## config.mk

```make
export PLATFORM = sky130hd
export DESIGN_NAME = memory_access_stage
export DESIGN_NICKNAME = d
export VERILOG_FILES = /design/src/rtl/memory_access_stage.sv
export SDC_FILE = /design/constraint.sdc
export NUM_CORES = 1
export LEC_CHECK = 0
export CAP_MARGIN = 10
export CORE_ASPECT_RATIO = 2
export CORE_MARGIN = 3
export CORE_UTILIZATION = 55
export CTS_BUF_LIST = sky130_fd_sc_hd__clkbuf_2
export DETAILED_ROUTE_END_ITERATION = 10
export DONT_BUFFER_PORTS = 1
export HOLD_SLACK_MARGIN = 0.06
export PLACE_DENSITY = 0.81
export SETUP_SLACK_MARGIN = 0.2
export SYNTH_ARGS = -nofsm -noshare
export SYNTH_HDL_FRONTEND = slang
export SYNTH_SLANG_ARGS = --single-unit
```

## constraint.sdc

```tcl
create_clock -name CLK -period 5.1 [get_ports CLK]
set_input_delay 0.255 -clock CLK [delete_from_list [all_inputs] [get_ports CLK]]
set_output_delay 0.255 -clock CLK [all_outputs]
set_load 0.01 [all_outputs]
```

## src/rtl/memory_access_stage.sv

```systemverilog
// memory_access_stage
//   MEM pipeline stage sitting directly upstream of write-back. Takes the EX
//   result, runs loads/stores against the data cache over a req/ready
//   handshake, aligns and extends load data, and registers the MEM/WB slot
//   that feeds the write-back mux. Upstream is stalled while a cache access
//   is outstanding.
//
// Ports
//   CLK, RST                   clock (rising edge), async active-high reset
//   VALID_IN .. WRITE_BACK_MUX_SELECT_IN
//                              EX/MEM instruction: result/address, store data,
//                              load/store, funct3, rd, reg-write, wb select
//   STALL_OUT                  upstream must hold its inputs this cycle
//   DCACHE_REQ/WE/ADDR/WDATA/BYTE_EN
//                              registered cache request, held until READY
//   DCACHE_READY, DCACHE_RDATA access completes this cycle / load word
//   VALID_OUT .. REG_WRITE_OUT MEM/WB slot towards write-back
//   MISALIGNED_OUT             1-cycle flag: access dropped as misaligned
//
// HIGH is the active level of the control inputs.
// Only DATA_WIDTH = 32 (four byte lanes) is supported.
module memory_access_stage #(
  parameter int   DATA_WIDTH     = 32,
  parameter int   REG_ADDR_WIDTH = 5,
  parameter logic HIGH           = 1'b1
) (
  input  logic                      CLK,
  input  logic                      RST,
  input  logic                      VALID_IN,
  input  logic [DATA_WIDTH-1:0]     ALU_OUT_IN,
  input  logic [DATA_WIDTH-1:0]     RS2_DATA_IN,
  input  logic                      MEM_READ_IN,
  input  logic                      MEM_WRITE_IN,
  input  logic [2:0]                FUNCT3_IN,
  input  logic [REG_ADDR_WIDTH-1:0] RD_ADDR_IN,
  input  logic                      REG_WRITE_IN,
  input  logic                      WRITE_BACK_MUX_SELECT_IN,
  output logic                      STALL_OUT,
  output logic                      DCACHE_REQ,
  output logic                      DCACHE_WE,
  output logic [DATA_WIDTH-1:0]     DCACHE_ADDR,
  output logic [DATA_WIDTH-1:0]     DCACHE_WDATA,
  output logic [3:0]                DCACHE_BYTE_EN,
  input  logic                      DCACHE_READY,
  input  logic [DATA_WIDTH-1:0]     DCACHE_RDATA,
  output logic                      VALID_OUT,
  output logic [DATA_WIDTH-1:0]     ALU_OUT_OUT,
  output logic [DATA_WIDTH-1:0]     DATA_CACHE_OUT_DATA,
  output logic                      WRITE_BACK_MUX_SELECT_OUT,
  output logic [REG_ADDR_WIDTH-1:0] RD_ADDR_OUT,
  output logic                      REG_WRITE_OUT,
  output logic                      MISALIGNED_OUT
);

  typedef enum logic [0:0] {IDLE = 1'b0, ACCESS = 1'b1} state_t;

  // Map funct3 onto a supported access width; anything undefined behaves as W.
  // BU/HU have no store meaning, so a store with those codes is a word store.
  function automatic logic [2:0] eff_funct3(input logic [2:0] f3, input logic is_store);
    logic [2:0] r;
    case (f3)
      3'b000, 3'b001, 3'b010: r = f3;
      3'b100, 3'b101:         r = is_store ? 3'b010 : f3;
      default:                r = 3'b010;
    endcase
    return r;
  endfunction

  function automatic logic is_aligned(input logic [1:0] offset, input logic [2:0] f3);
    logic ok;
    case (f3)
      3'b000, 3'b100: ok = 1'b1;
      3'b001, 3'b101: ok = (offset[0] == 1'b0);
      default:        ok = (offset == 2'b00);
    endcase
    return ok;
  endfunction

  function automatic logic [3:0] store_byte_en(input logic [1:0] offset, input logic [2:0] f3);
    logic [3:0] be;
    case (f3)
      3'b000:  be = 4'b0001 << offset;
      3'b001:  be = 4'b0011 << offset;
      default: be = 4'b1111;
    endcase
    return be;
  endfunction

  // Data is replicated on every lane; BYTE_EN picks the lanes actually written.
  function automatic logic [31:0] store_wdata(input logic [31:0] rs2, input logic [2:0] f3);
    logic [31:0] wd;
    case (f3)
      3'b000:  wd = {4{rs2[7:0]}};
      3'b001:  wd = {2{rs2[15:0]}};
      default: wd = rs2;
    endcase
    return wd;
  endfunction

  function automatic logic [31:0] load_extract(input logic [31:0] rdata, input logic [1:0] offset,
                                               input logic [2:0] f3);
    logic [31:0] sh;
    logic [31:0] ld;
    sh = rdata >> {offset, 3'b000};
    case (f3)
      3'b000:  ld = {{24{sh[7]}}, sh[7:0]};
      3'b100:  ld = {24'd0, sh[7:0]};
      3'b001:  ld = {{16{sh[15]}}, sh[15:0]};
      3'b101:  ld = {16'd0, sh[15:0]};
      default: ld = rdata;
    endcase
    return ld;
  endfunction

  state_t                    state_r, state_nxt_s;
  logic                      hold_r, hold_nxt_s;
  // Operation latched at accept: the access in flight, or an op parked in hold.
  logic [DATA_WIDTH-1:0]     op_addr_r, op_addr_nxt_s;
  logic [2:0]                op_f3_r, op_f3_nxt_s;
  logic [REG_ADDR_WIDTH-1:0] op_rd_r, op_rd_nxt_s;
  logic                      op_read_r, op_read_nxt_s;
  logic                      op_write_r, op_write_nxt_s;
  logic                      op_reg_write_r, op_reg_write_nxt_s;
  logic                      op_wb_sel_r, op_wb_sel_nxt_s;
  logic                      op_mis_r, op_mis_nxt_s;
  // Cache request registers.
  logic                      req_r, req_nxt_s, we_r, we_nxt_s;
  logic [DATA_WIDTH-1:0]     addr_r, addr_nxt_s, wdata_r, wdata_nxt_s;
  logic [3:0]                be_r, be_nxt_s;
  // MEM/WB slot.
  logic                      valid_r, valid_nxt_s, wb_sel_r, wb_sel_nxt_s;
  logic                      reg_write_r, reg_write_nxt_s, mis_r, mis_nxt_s;
  logic [DATA_WIDTH-1:0]     alu_r, alu_nxt_s, data_r, data_nxt_s;
  logic [REG_ADDR_WIDTH-1:0] rd_r, rd_nxt_s;

  logic       in_valid_s, in_read_s, in_write_s, in_reg_write_s, ready_s;
  logic [2:0] in_f3_s;
  logic       in_mem_s, in_access_s, in_mis_s, in_done_s;
  logic       complete_s, accept_s, start_s;

  assign in_valid_s     = (VALID_IN == HIGH);
  assign in_read_s      = (MEM_READ_IN == HIGH);
  assign in_write_s     = (MEM_WRITE_IN == HIGH);
  assign in_reg_write_s = (REG_WRITE_IN == HIGH);
  assign ready_s        = (DCACHE_READY == HIGH);
  assign in_f3_s        = eff_funct3(FUNCT3_IN, in_write_s);
  assign in_mem_s       = in_valid_s & (in_read_s | in_write_s);
  assign in_access_s    = in_mem_s & is_aligned(ALU_OUT_IN[1:0], in_f3_s);
  assign in_mis_s       = in_mem_s & ~is_aligned(ALU_OUT_IN[1:0], in_f3_s);
  // A valid op that needs the MEM/WB slot without going to the cache.
  assign in_done_s      = in_valid_s & ~in_access_s;

  assign complete_s = (state_r == ACCESS) & ready_s;
  // While an op is parked in hold the slot is busy, so nothing new is taken.
  assign accept_s   = ((state_r == IDLE) & ~hold_r) | complete_s;
  assign start_s    = accept_s & in_access_s;
  assign STALL_OUT  = ((state_r == ACCESS) & ~ready_s) | hold_r;

  // Next-state, cache request and MEM/WB slot selection.
  always_comb begin
    state_nxt_s        = state_r;
    hold_nxt_s         = complete_s & in_done_s;
    op_addr_nxt_s      = op_addr_r;
    op_f3_nxt_s        = op_f3_r;
    op_rd_nxt_s        = op_rd_r;
    op_read_nxt_s      = op_read_r;
    op_write_nxt_s     = op_write_r;
    op_reg_write_nxt_s = op_reg_write_r;
    op_wb_sel_nxt_s    = op_wb_sel_r;
    op_mis_nxt_s       = op_mis_r;
    req_nxt_s          = req_r;
    we_nxt_s           = we_r;
    addr_nxt_s         = addr_r;
    wdata_nxt_s        = wdata_r;
    be_nxt_s           = be_r;
    valid_nxt_s        = 1'b0;
    reg_write_nxt_s    = 1'b0;
    mis_nxt_s          = 1'b0;
    alu_nxt_s          = alu_r;
    data_nxt_s         = data_r;
    wb_sel_nxt_s       = wb_sel_r;
    rd_nxt_s           = rd_r;

    if (accept_s) begin
      op_addr_nxt_s      = ALU_OUT_IN;
      op_f3_nxt_s        = in_f3_s;
      op_rd_nxt_s        = RD_ADDR_IN;
      op_read_nxt_s      = in_read_s;
      op_write_nxt_s     = in_write_s;
      op_reg_write_nxt_s = in_reg_write_s;
      op_wb_sel_nxt_s    = WRITE_BACK_MUX_SELECT_IN;
      op_mis_nxt_s       = in_mis_s;
    end else begin
      op_mis_nxt_s       = op_mis_r;
    end

    if (start_s) begin
      state_nxt_s = ACCESS;
      req_nxt_s   = 1'b1;
      we_nxt_s    = in_write_s;
      addr_nxt_s  = {ALU_OUT_IN[DATA_WIDTH-1:2], 2'b00};
      wdata_nxt_s = in_write_s ? store_wdata(RS2_DATA_IN, in_f3_s) : {DATA_WIDTH{1'b0}};
      be_nxt_s    = in_write_s ? store_byte_en(ALU_OUT_IN[1:0], in_f3_s) : 4'b0000;
    end else if (complete_s) begin
      state_nxt_s = IDLE;
      req_nxt_s   = 1'b0;
      we_nxt_s    = 1'b0;
    end else begin
      state_nxt_s = state_r;
    end

    if (hold_r) begin
      // Drain the op that arrived in the same cycle a cache access completed.
      valid_nxt_s     = 1'b1;
      alu_nxt_s       = op_addr_r;
      data_nxt_s      = {DATA_WIDTH{1'b0}};
      wb_sel_nxt_s    = op_wb_sel_r;
      rd_nxt_s        = op_rd_r;
      reg_write_nxt_s = op_reg_write_r & ~op_mis_r;
      mis_nxt_s       = op_mis_r;
    end else if (complete_s) begin
      valid_nxt_s     = 1'b1;
      alu_nxt_s       = op_addr_r;
      data_nxt_s      = op_read_r ? load_extract(DCACHE_RDATA, op_addr_r[1:0], op_f3_r)
                                  : {DATA_WIDTH{1'b0}};
      wb_sel_nxt_s    = op_read_r | op_wb_sel_r;
      rd_nxt_s        = op_rd_r;
      reg_write_nxt_s = op_reg_write_r & ~op_write_r;
    end else if ((state_r == IDLE) && !in_access_s) begin
      valid_nxt_s     = in_valid_s;
      alu_nxt_s       = ALU_OUT_IN;
      data_nxt_s      = {DATA_WIDTH{1'b0}};
      wb_sel_nxt_s    = WRITE_BACK_MUX_SELECT_IN;
      rd_nxt_s        = RD_ADDR_IN;
      reg_write_nxt_s = in_valid_s & in_reg_write_s & ~in_mis_s;
      mis_nxt_s       = in_mis_s;
    end else begin
      // Access starting or outstanding: the slot carries a bubble.
      valid_nxt_s     = 1'b0;
    end
  end

  // State and pipeline registers; reset abandons any in-flight access.
  always_ff @(posedge CLK or posedge RST) begin
    if (RST) begin
      state_r        <= IDLE;
      hold_r         <= 1'b0;
      op_addr_r      <= {DATA_WIDTH{1'b0}};
      op_f3_r        <= 3'b000;
      op_rd_r        <= {REG_ADDR_WIDTH{1'b0}};
      op_read_r      <= 1'b0;
      op_write_r     <= 1'b0;
      op_reg_write_r <= 1'b0;
      op_wb_sel_r    <= 1'b0;
      op_mis_r       <= 1'b0;
      req_r          <= 1'b0;
      we_r           <= 1'b0;
      addr_r         <= {DATA_WIDTH{1'b0}};
      wdata_r        <= {DATA_WIDTH{1'b0}};
      be_r           <= 4'b0000;
      valid_r        <= 1'b0;
      alu_r          <= {DATA_WIDTH{1'b0}};
      data_r         <= {DATA_WIDTH{1'b0}};
      wb_sel_r       <= 1'b0;
      rd_r           <= {REG_ADDR_WIDTH{1'b0}};
      reg_write_r    <= 1'b0;
      mis_r          <= 1'b0;
    end else begin
      state_r        <= state_nxt_s;
      hold_r         <= hold_nxt_s;
      op_addr_r      <= op_addr_nxt_s;
      op_f3_r        <= op_f3_nxt_s;
      op_rd_r        <= op_rd_nxt_s;
      op_read_r      <= op_read_nxt_s;
      op_write_r     <= op_write_nxt_s;
      op_reg_write_r <= op_reg_write_nxt_s;
      op_wb_sel_r    <= op_wb_sel_nxt_s;
      op_mis_r       <= op_mis_nxt_s;
      req_r          <= req_nxt_s;
      we_r           <= we_nxt_s;
      addr_r         <= addr_nxt_s;
      wdata_r        <= wdata_nxt_s;
      be_r           <= be_nxt_s;
      valid_r        <= valid_nxt_s;
      alu_r          <= alu_nxt_s;
      data_r         <= data_nxt_s;
      wb_sel_r       <= wb_sel_nxt_s;
      rd_r           <= rd_nxt_s;
      reg_write_r    <= reg_write_nxt_s;
      mis_r          <= mis_nxt_s;
    end
  end

  assign DCACHE_REQ                = req_r;
  assign DCACHE_WE                 = we_r;
  assign DCACHE_ADDR               = addr_r;
  assign DCACHE_WDATA              = wdata_r;
  assign DCACHE_BYTE_EN            = be_r;
  assign VALID_OUT                 = valid_r;
  assign ALU_OUT_OUT               = alu_r;
  assign DATA_CACHE_OUT_DATA       = data_r;
  assign WRITE_BACK_MUX_SELECT_OUT = wb_sel_r;
  assign RD_ADDR_OUT               = rd_r;
  assign REG_WRITE_OUT             = reg_write_r;
  assign MISALIGNED_OUT            = mis_r;

endmodule

```

==> reports/qor.yml <==
run_status:
  status: "complete, no violations"
synth:
  async_flop_share_pct: 100.0
  ys_warn_count: 0
  synth_edf_count: 0
  yosysSeqAreaShare_pct: 55.19
  synth-seq-cells: 187
  syn_inst: 618
  synthFlopType: "dfrtp_1"
  yosysUniqueCellTypes: 44
  netlist_area_mm2: 0.008478
  synth.avg_cell_area_um2: 13.72
floorplan:
  pin_count: 256
  core_mm2: 0.01498
  start_util_pct: 56.61
  die_area_mm2: 0.01703
  fp.dieH_um: 181.6
  row_count: 63
  die_w_um: 93.79
detailed_routing:
  drtIter0Drc: 296
  vias: 6067
  drt_wl_total_um: 23400
  drc: 0
  final_antenna_net_count: 0
  drtPass1Iterations: 5
  wire_per_inst_um: 24.48
  vias_per_cell: 6.346
timing:
  fin_crit_sh_pct: 68.02
  setup_viol: 0
  setup_tns_ns: 0
  worst_pin_slew_ns: 1.215
  fin_crit_ns: 3.469
  slew_headroom_pct: 18.73
  max_freq_ghz: 0.2883
  finalMaxSlewViolations: 0
  rsz0062_at_grt: "no"
  final-hold-violation-count: 0
  finClkSkew_ns: 0.04950
pwr:
  p_leak_nw: 4.458
  power_w: 0.003454
  power_density_mw_per_mm2: 336.2
  vdd_drop_max_mv: 0.2801
worst_setup_path:
  critPathKind: "reg2reg"
  startpoint_type: "register"
  worstPathRequired_ns: 5.78
  critPathArrivalTime_ns: 4.15
  r2r_slack_ns: 1.63
  endpoint_kind: "register"
  path_max_fanout: 68
flow_run:
  max-cap-violations: 0
place:
  dp_hpwl_um: 14600
  io_buffers: 0
  gp_congestion: 0.9733
global_routing:
  grt_pass1_vias: 6606
  grt_use_total_pct: 27.80
  antenna_found_initial: 1
  grt_max_degree: 101
  grt_pass1_wl_um: 36730
  grt.overflow.total: 0
final_layout:
  finalNetCount: 859
  drive_above_1_share_pct: 27.24
  syn_to_final_growth_pct: 21.18
clocking:
  cts_hold_buf: 148
  htreeDepth: 4
  insertion_delay_ns: 0.73
  post-cts-setup-buffers: 0
  clkTransAtPathRegs_ns: 0.28
  cts_tree: "done"
  clkSinkCount: 187
  cts_root_buf: "clkbuf_2"
  postCtsResizedCells: 0
  cts.path.max_buffers: 2
  cts_buffers: 17
min_path:
  hold_path.class: "in2reg"
logic make-up after synthesis:
logic type,after synthesis,share of synthesized area (%)
AOI/OAI and AO/OA,139,13.05
buffers and inverters,52,3.232
DFF,187,55.19
other,1,0.04423
muxes,187,25.69
and+or+nand+nor,52,2.789
power breakdown:
| part | total (W) | switching [W] | internal [W] |
|---|---|---|---|
| registers | 0.00204 | 0.000323 | 0.00172 |
| clock network | 0.000705 | 0.000521 | 0.000184 |
| logic | 0.000705 | 0.000292 | 0.000413 |
| total | 0.00345 | 0.00114 | 0.00232 |
routing by layer:
| metal | wire length (um) | track usage, % |
|---|---|---|
| met4 | 1228 | 14.76 |
| met5 | 0 | 0 |
| met2 | 12360 | 48.53 |
| met3 | 1896 | 7.172 |
| met1 | 7919 | 30.17 |
final cells by class:
type | instances | area [um2]
Multi-Input combinational cell | 380 | 3563
Timing Repair Buffer | 155 | 1546
Sequential cell | 187 | 4679
Fill cell | 979 | 4703
Inverter | 6 | 26.28
Clock buffer | 19 | 95.09
Tap cell | 195 | 244.0
Antenna cell | 1 | 2.502
Clock inverter | 13 | 116.4
critical path, stage by stage (launching register included):
cell	delay (ns)
dfrtp_1	0.70
nand2b_2	0.21
o21ai_4	0.11
buf_4	0.54
or3_4	0.93
a22o_1	0.29
dlygate4sd3_1	0.59
cells in the mapped netlist (3+ instances only):
library cell | n | share of area, %
a221o_2 | 10 | 1.3
o2bb2ai_1 | 46 | 4.8
o21ai_0 | 32 | 1.9
mux2_2 | 115 | 15
buf_2 | 21 | 1.2
inv_1 | 4 | 0.18
clkbuf_1 | 15 | 0.66
mux2i_1 | 41 | 4.8
nor2_1 | 16 | 0.71
mux2_4 | 30 | 5.3
a21oi_1 | 9 | 0.53
dfrtp_1 | 187 | 55
a22o_1 | 12 | 1.2
a221o_1 | 7 | 0.83
a2bb2oi_1 | 8 | 0.83
nand2b_1 | 3 | 0.22
buf_6 | 6 | 0.80
nand2_1 | 22 | 0.97
sequential cells by signal, indices dropped and copies added (netlist names), 3 cells and up:
register             flops
ALU_OUT_OUT             32
DATA_CACHE_OUT_DATA     32
DCACHE_ADDR             30
DCACHE_BYTE_EN           4
DCACHE_WDATA            32
RD_ADDR_OUT              5
op_addr_r               32
op_f3_r                  3
op_rd_r                  5
per-stage QoR:
step                      setup slack (ns)  cell area (um2)  hold slack [ns]  instances  utilization, %
final                                1.631            10270           0.1640        956           68.60
after global routing                 1.437            10270          0.09432        956           68.60
after CTS                            1.729            10270          0.07641        955           68.58
after detailed placement             2.158             8578           0.3557        775           57.28
after global placement               2.327             8578           0.3364        775           57.28
after floorplan                      2.439             8486           0.3521        619               -
cell usage in the layout (no fill, tap or decap), types with 3 or more instances in the layout:
cell type,instances
dfrtp_1,187
a221o_1,7
nor2_1,16
inv_1,3
a21oi_1,8
clkinvlp_4,3
inv_6,4
clkinv_2,3
clkbuf_2,19
nand2b_1,3
dlygate4sd3_1,148
a221o_2,10
o21ai_0,32
a2bb2oi_1,8
mux2i_1,41
mux2_4,30
o2bb2ai_1,46
buf_4,6
a22o_1,12
mux2_2,115
nand2_1,22
final timing paths:
kind / startpoint / end / cells past startpoint
worst max-delay path: DCACHE_REQ / DCACHE_WDATA[2] / 6
worst min-delay path: FUNCT3_IN[1] / op_f3_r[2] / 2
worst max register to register: DCACHE_REQ / DCACHE_WDATA[2] / 6
worst min register to register: op_wb_sel_r / op_wb_sel_r / 1
max in group asynchronous: RST / op_addr_r[18] / 3
min in group asynchronous: RST / op_rd_r[4] / 2
(Power assumes the default switching activity.)
